[config.mk]
export PLATFORM = sky130hd
export DESIGN_NAME = hinf_frame_collector_flat
export DESIGN_NICKNAME = d
export VERILOG_FILES = /design/src/rtl/hinf_frame_collector_pkg.sv /design/src/rtl/hinf_frame_collector_if.sv /design/src/rtl/hinf_frame_collector_buf.sv /design/src/rtl/hinf_frame_collector.sv /design/src/flat_wrapper.sv
export SDC_FILE = /design/constraint.sdc
export NUM_CORES = 2
export LEC_CHECK = 0
export BUFFER_PORTS_ARGS = -buffer_cell sky130_fd_sc_hd__buf_2
export CAP_MARGIN = 20
export CORE_ASPECT_RATIO = 1.4
export CORE_MARGIN = 2
export CORE_UTILIZATION = 62
export CTS_CLUSTER_DIAMETER = 30
export DETAILED_ROUTE_END_ITERATION = 8
export MAX_ROUTING_LAYER = met4
export PLACE_DENSITY = 0.85
export SLEW_MARGIN = 10
export SYNTH_ARGS = -nofsm -noshare
export SYNTH_HDL_FRONTEND = slang
export SYNTH_SLANG_ARGS = --single-unit
[constraint.sdc]
create_clock -name clk -period 95.9 [get_ports clk]
set_clock_uncertainty 0.05 [all_clocks]
set_input_delay 14.385 -clock clk [delete_from_list [all_inputs] [get_ports clk]]
set_output_delay 14.385 -clock clk [all_outputs]
set_load 0.02 [all_outputs]
[src/rtl/hinf_frame_collector_pkg.sv]
// Shared types for the Hinftop frame collector: word/frame types and buffer states.
package hinf_pkg;

  localparam int HINF_DW     = 64;
  localparam int HINF_NWORDS = 8;

  typedef logic signed [HINF_DW-1:0] hinf_word_t;
  typedef hinf_word_t [HINF_NWORDS-1:0] hinf_frame_t;

  typedef enum logic [1:0] {
    FREE = 2'd0,
    FILL = 2'd1,
    FULL = 2'd2
  } buf_state_e;

endpackage

[src/rtl/hinf_frame_collector_if.sv]
// Bundle of the Hinftop word stream, the downstream frame handshake and the status flags.
interface hinf_frame_collector_if
  import hinf_pkg::*;
#(
  parameter int DW     = HINF_DW,
  parameter int NWORDS = HINF_NWORDS,
  parameter int CNTW   = 16
);

  logic                   d_wr;
  logic [DW-1:0]          d_out;
  logic                   done;
  logic                   tx_full;
  logic                   frm_valid;
  logic                   frm_ready;
  logic [NWORDS*DW-1:0]   frm_data;
  logic [CNTW-1:0]        frm_cnt;
  logic                   trunc_err;
  logic                   ovf_err;

  // master is the Hinftop/downstream side, slave is the collector
  modport master (
    output d_wr, d_out, done, frm_ready,
    input  tx_full, frm_valid, frm_data, frm_cnt, trunc_err, ovf_err
  );

  modport slave (
    input  d_wr, d_out, done, frm_ready,
    output tx_full, frm_valid, frm_data, frm_cnt, trunc_err, ovf_err
  );

endinterface

[src/rtl/hinf_frame_collector_buf.sv]
// One frame buffer: NWORDS x DW storage with indexed word write and a FREE/FILL/FULL state register.
module hinf_frame_buf
  import hinf_pkg::*;
#(
  parameter int DW     = HINF_DW,
  parameter int NWORDS = HINF_NWORDS
) (
  input  logic                       clk,
  input  logic                       rst,
  input  logic                       i_we,
  input  logic [$clog2(NWORDS)-1:0]  i_widx,
  input  logic [DW-1:0]              i_wdata,
  input  buf_state_e                 i_state_nxt,
  output buf_state_e                 o_state,
  output logic [NWORDS*DW-1:0]       o_data
);

  logic [NWORDS-1:0][DW-1:0] r_mem;
  buf_state_e                r_state;

  // State sequencing is decided by the collector; this block only holds it
  always_ff @(posedge clk or posedge rst) begin
    if (rst) begin
      r_mem   <= '0;
      r_state <= FREE;
    end else begin
      r_state <= i_state_nxt;
      if (i_we) begin
        r_mem[i_widx] <= i_wdata;
      end
    end
  end

  assign o_state = r_state;
  assign o_data  = r_mem;

endmodule

[src/rtl/hinf_frame_collector.sv]
// Collects eight-word Hinftop frames into a ping-pong buffer pair and delivers them on valid/ready.
module hinf_frame_collector
  import hinf_pkg::*;
#(
  parameter int DW     = HINF_DW,
  parameter int NWORDS = HINF_NWORDS,
  parameter int CNTW   = 16
) (
  input  logic                  clk,
  input  logic                  rst,
  hinf_frame_collector_if.slave io_bus
);

  localparam int IDXW = $clog2(NWORDS);

  logic                 r_wr_ptr;
  logic                 r_rd_ptr;
  logic [IDXW-1:0]      r_idx;
  logic [CNTW-1:0]      r_frm_cnt;
  logic                 r_tx_full;
  logic                 r_trunc_err;
  logic                 r_ovf_err;

  buf_state_e           w_state     [2];
  buf_state_e           w_state_nxt [2];
  logic [NWORDS*DW-1:0] w_data      [2];
  logic [1:0]           w_we;
  logic                 w_hs;
  logic                 w_wr_room;
  logic                 w_accept;
  logic                 w_last;
  logic                 w_ovf;
  logic                 w_trunc;
  logic [IDXW-1:0]      w_idx_nxt;
  logic                 w_tx_full_nxt;

  // A handshake that frees the write buffer in the same cycle makes room for the incoming word
  assign w_hs      = (w_state[r_rd_ptr] == FULL) && io_bus.frm_ready;
  assign w_wr_room = (w_state[r_wr_ptr] != FULL) || (w_hs && (r_rd_ptr == r_wr_ptr));
  assign w_accept  = io_bus.d_wr && w_wr_room;
  assign w_last    = w_accept && (r_idx == IDXW'(NWORDS - 1));
  assign w_ovf     = io_bus.d_wr && !w_wr_room;
  assign w_trunc   = io_bus.done && (r_idx != '0) && !w_last;

  always_comb begin
    w_idx_nxt = r_idx;
    if (w_trunc || w_last) begin
      w_idx_nxt = '0;
    end else if (w_accept) begin
      w_idx_nxt = r_idx + 1'b1;
    end
  end

  always_comb begin
    for (int i = 0; i < 2; i++) begin
      w_state_nxt[i] = w_state[i];
      if (w_hs && (r_rd_ptr == 1'(i))) begin
        w_state_nxt[i] = FREE;
      end
      if (r_wr_ptr == 1'(i)) begin
        if (w_trunc) begin
          w_state_nxt[i] = FREE;
        end else if (w_accept) begin
          w_state_nxt[i] = w_last ? FULL : FILL;
        end
      end
    end
  end

  assign w_tx_full_nxt = (w_state_nxt[0] != FREE) && (w_state_nxt[1] != FREE) && (w_idx_nxt == '0);

  for (genvar g = 0; g < 2; g++) begin : g_buf
    assign w_we[g] = w_accept && !w_trunc && (r_wr_ptr == 1'(g));

    hinf_frame_buf #(
      .DW     (DW),
      .NWORDS (NWORDS)
    ) u_buf (
      .clk         (clk),
      .rst         (rst),
      .i_we        (w_we[g]),
      .i_widx      (r_idx),
      .i_wdata     (io_bus.d_out),
      .i_state_nxt (w_state_nxt[g]),
      .o_state     (w_state[g]),
      .o_data      (w_data[g])
    );
  end

  always_ff @(posedge clk or posedge rst) begin
    if (rst) begin
      r_wr_ptr    <= 1'b0;
      r_rd_ptr    <= 1'b0;
      r_idx       <= '0;
      r_frm_cnt   <= '0;
      r_tx_full   <= 1'b0;
      r_trunc_err <= 1'b0;
      r_ovf_err   <= 1'b0;
    end else begin
      if (w_last) begin
        r_wr_ptr <= ~r_wr_ptr;
      end
      if (w_hs) begin
        r_rd_ptr  <= ~r_rd_ptr;
        r_frm_cnt <= r_frm_cnt + CNTW'(1);
      end
      r_idx     <= w_idx_nxt;
      r_tx_full <= w_tx_full_nxt;
      if (w_trunc) begin
        r_trunc_err <= 1'b1;
      end
      if (w_ovf) begin
        r_ovf_err <= 1'b1;
      end
    end
  end

  assign io_bus.tx_full   = r_tx_full;
  assign io_bus.frm_valid = (w_state[r_rd_ptr] == FULL);
  assign io_bus.frm_data  = w_data[r_rd_ptr];
  assign io_bus.frm_cnt   = r_frm_cnt;
  assign io_bus.trunc_err = r_trunc_err;
  assign io_bus.ovf_err   = r_ovf_err;

endmodule

[src/flat_wrapper.sv]
// flat-port wrapper written by rule: the top's interface ports become plain ports
module hinf_frame_collector_flat import hinf_pkg::*;
#(
  parameter int DW     = HINF_DW,
  parameter int NWORDS = HINF_NWORDS,
  parameter int CNTW   = 16
)
  (clk, rst, io_bus_d_wr, io_bus_d_out, io_bus_done, io_bus_frm_ready, io_bus_tx_full, io_bus_frm_valid, io_bus_frm_data, io_bus_frm_cnt, io_bus_trunc_err, io_bus_ovf_err);
  hinf_frame_collector_if #(.DW(DW), .NWORDS(NWORDS), .CNTW(CNTW)) io_bus_i ();
  input  logic clk;
  input  logic rst;
  input wire logic [$bits(io_bus_i.d_wr)-1:0] io_bus_d_wr;
  input wire logic [$bits(io_bus_i.d_out)-1:0] io_bus_d_out;
  input wire logic [$bits(io_bus_i.done)-1:0] io_bus_done;
  input wire logic [$bits(io_bus_i.frm_ready)-1:0] io_bus_frm_ready;
  output wire logic [$bits(io_bus_i.tx_full)-1:0] io_bus_tx_full;
  output wire logic [$bits(io_bus_i.frm_valid)-1:0] io_bus_frm_valid;
  output wire logic [$bits(io_bus_i.frm_data)-1:0] io_bus_frm_data;
  output wire logic [$bits(io_bus_i.frm_cnt)-1:0] io_bus_frm_cnt;
  output wire logic [$bits(io_bus_i.trunc_err)-1:0] io_bus_trunc_err;
  output wire logic [$bits(io_bus_i.ovf_err)-1:0] io_bus_ovf_err;
  assign io_bus_i.d_wr = io_bus_d_wr;
  assign io_bus_i.d_out = io_bus_d_out;
  assign io_bus_i.done = io_bus_done;
  assign io_bus_i.frm_ready = io_bus_frm_ready;
  assign io_bus_tx_full = io_bus_i.tx_full;
  assign io_bus_frm_valid = io_bus_i.frm_valid;
  assign io_bus_frm_data = io_bus_i.frm_data;
  assign io_bus_frm_cnt = io_bus_i.frm_cnt;
  assign io_bus_trunc_err = io_bus_i.trunc_err;
  assign io_bus_ovf_err = io_bus_i.ovf_err;
  hinf_frame_collector #(.DW(DW), .NWORDS(NWORDS), .CNTW(CNTW)) u_core (.clk(clk), .rst(rst), .io_bus(io_bus_i));
endmodule
==> results.yml <==
outcome:
  outcome: "complete, no violations"
setup_path:
  r2r-end: "u_core.g_buf[1].u_buf.o_data[462]"
  r2r_slack_ns: 91.17
  arrival_ns: 4.08
  r2r-start: "u_core.r_rd_ptr"
  path_max_fanout: 140
  required_ns: 81.46
  cp-start-kind: "register"
  r2r_cells: 7
  crit_start: "u_core.r_rd_ptr"
  end_kind: "output port"
  crit_type: "register to output port"
hold_path:
  hold_path_end: "u_core.io_bus.ovf_err"
  hp-start: "u_core.io_bus.ovf_err"
  min-delay-path-class: "register to register"
  hold_depth: 1
sta:
  fmax_ghz: 0.0540
  finalCritPeriodShare_pct: 19.3
  slew_violations: 0
  tns_ns: 0
  slew_headroom_pct: 21.3
  hold_viol_final: 0
  setup_violations: 0
  period_needed_ns: 18.52
  timing.final.ws_setup_ns: 77.38
  worstMarginPinSlew_ns: 1.18
  grt_setup_unrepaired: "false"
synth:
  yosysWarnings: 0
  ys_ff_latch: 1052
  syn_avg_cell_area_sq_um: 14.4
  syn_inst: 3151
  synth.distinct_cells: 42
  synthArstFlopShare_pct: 100
  syn_area_sq_mm: 0.0453
  synth_fp_nets: 3224
  synth_edf_count: 0
  yosys_most_used_dff: "dfrtp_1"
  synth-seq-area-share_pct: 58.1
global_routing:
  antenna_found_initial: 6
  gr-usage-all-layers_pct: 38.3
  grt_start_max_net_pins: 166
  grt_first_pass_wirelength_microns: 207000
  grt_pass1_vias: 32800
  overflow: 0
pwr:
  p_comb_share_pct: 34.0
  p_switching_uw: 675
  leakagePower_nw: 26.9
  intPower_mw: 1.18
  power.total_mw: 1.86
  seqPwrFrac_pct: 36.2
  power_density_mw_per_mm2: 34.5
  ir_drop_mv: 0.0376
  switching_share_pct: 36.3
  clkPwrFrac_pct: 29.7
cells_and_area:
  stdcell_area_sq_mm: 0.0538
  area_delta_synth_final_pct: 18.8
  drive_above_1_share_pct: 51.4
  fin_nets: 3717
drt:
  drt_first_iter_violations: 2586
  antenna_left: 0
  via_count: 31200
  routedWlPerCell_microns: 29.6
  drcViolationCount: 0
  dr.pass1.iters: 7
  viasPerCell: 6.61
  totalWireLength_microns: 140000
job:
  drv_cap: 0
floorplan:
  die-area_sq_mm: 0.0752
  core_area_sq_mm: 0.0725
  rows: 117
  initial_utilization_pct: 62.5
  fp.dieW_microns: 232
  dieHeight_microns: 324
  io_pins: 601
clocking:
  clockBufferDepth: 3
  hold_buffers: 0
  insertion_delay_ns: 0.74
  post-cts-setup-buffers: 0
  htree_levels: 4
  clk_pin_slew_ns: 0.06
  cts_root_buf: "clkbuf_16"
  cts_tree: "done"
  ctsResizeCount: 0
  clkSinkCount: 1052
  cts-buffers-inserted: 144
place:
  placed_area_sq_mm: 0.0487
  port_buffers: 600
  place_ws_ns: 76.92
  dpl.hpwl_microns: 82200
  place.gp.congestion: 0.864
==> power by group through the flow <==
stage	registers [mW]	clock network, mW	logic (mW)
2_1_floorplan	0.638	0	0.444
3_3_place_gp	0.663	0	0.610
3_5_place_dp	0.669	0	0.621
4_1_cts	0.668	0.555	0.629
5_1_grt	0.684	0.574	0.662
6_report	0.673	0.552	0.632
==> cell usage in the layout (no fill, tap or decap), types with 5 or more instances in the layout <==
cell	netlist	routed
mux2_2	1006	1006
nor2b_1	70	70
clkbuf_8	0	8
clkbuf_16	0	145
dfrtp_1	1052	1050
a21oi_1	9	9
inv_6	0	18
o2bb2ai_1	256	256
nand2_4	0	11
nand2_1	87	76
nand3_1	13	9
diode_2	0	6
clkinv_4	0	16
xnor2_1	14	14
buf_2	61	600
nand3_4	0	5
buf_4	0	34
clkbuf_1	145	10
inv_1	7	6
nand4_1	7	7
o21ai_0	7	7
a21o_1	6	6
clkinv_2	0	16
clkinvlp_4	0	22
a22o_1	256	256
clkinv_8	0	6
mux2_1	20	20
bufinv_16	0	16
==> how the worst max path moves through the flow <==
stage | depth (start not counted) | slack, ns | to
floorplan | 1 | 51.85 | u_core.g_buf[0].u_buf.o_data[0]
global placement | 6 | 76.97 | u_core.g_buf[0].u_buf.o_data[358]
detailed placement | 6 | 76.92 | u_core.g_buf[0].u_buf.o_data[358]
CTS | 4 | 77.33 | io_bus_frm_data[17]
global route | 6 | 77.10 | u_core.g_buf[1].u_buf.o_data[487]
finish | 4 | 77.38 | io_bus_frm_data[17]
==> cells by family after synthesis <==
kind of cell    after synthesis  synth area share, %
fa+ha+maj                     4                0.111
mux                        1026                 25.5
simple gates                202                 2.38
flops                      1052                 58.1
xor+xnor                     16                0.309
buf+inv                     300                 2.95
compound gates              551                 10.6
==> metrics by stage <==
| step | utilization [%] | cells | hold slack, ns |
|---|---|---|---|
| after CTS | 74.2 | 4713 | 0.411 |
| after detailed placement | 67.2 | 4448 | 0.394 |
| final | 74.3 | 4721 | 0.409 |
| after global routing | 74.3 | 4721 | 0.434 |
| after floorplan | - | 3151 | 0.402 |
| after global placement | 67.2 | 4448 | 0.390 |
==> Yosys cell counts (2+ instances only) <==
library cell	instances	area, sq um
a2111oi_0	2	17.5
a2111oi_4	2	55.1
a21o_1	6	45.0
a21oi_1	9	45.0
a22o_1	256	2240
a31o_2	2	17.5
and2_1	3	18.8
and3_1	5	31.3
buf_1	69	259
buf_2	61	305
buf_6	18	203
clkbuf_1	145	544
dfrtp_1	1052	26300
ha_1	4	50.1
inv_1	7	26.3
mux2_1	20	225
mux2_2	1006	11300
nand2_1	87	327
nand2b_1	4	25.0
nand3_1	13	65.1
nand4_1	7	43.8
nor2_1	4	15.0
nor2b_1	70	438
nor4_4	3	63.8
o211ai_1	3	22.5
o21ai_0	7	35.0
o22ai_1	2	12.5
o2bb2ai_1	256	2240
xnor2_1	14	123
xor2_1	2	17.5
==> metal layers <==
| metal | up-vias | wire length, microns | global-route usage (%) | part of all wire (%) |
|---|---|---|---|---|
| met1 | 16400 | 53300 | 47.0 | 38 |
| met3 | 419 | 12800 | 10.6 | 9.1 |
| met5 | - | 0 | - | 0 |
| li1 | 12700 | - | - | - |
| met4 | 0 | 7840 | 21.1 | 5.6 |
| met2 | 1685 | 66000 | 57.5 | 47 |
==> sequential cells by signal (all words and copies together) (netlist names) <==
register                    flops
u_core.g_buf.u_buf.o_data    1024
u_core.io_bus.frm_cnt          16
u_core.g_buf.u_buf.o_state      4
u_core.r_idx                    3
u_core.io_bus.ovf_err           1
u_core.io_bus.trunc_err         1
u_core.io_bus.tx_full           1
u_core.r_rd_ptr                 1
u_core.r_wr_ptr                 1
==> area by class of cell <==
| class | instances | area (sq um) |
|---|---|---|
| sequential | 1052 | 26300 |
| fill | 4390 | 18700 |
| multi-input combinational | 1799 | 17800 |
| clock buffer | 163 | 3780 |
| timing repair buffer | 640 | 3390 |
| clock inverter | 102 | 1290 |
| tap | 952 | 1190 |
| inverter | 7 | 33.8 |
| antenna | 6 | 15.0 |
==> worst max-delay path: stages, from the launching register on <==
cell and delay [ns]:
dfrtp_4 1.03, buf_12 0.59, buf_4 0.88, mux2_2 0.50, buf_2 0.19
(Power assumes the default switching activity.)
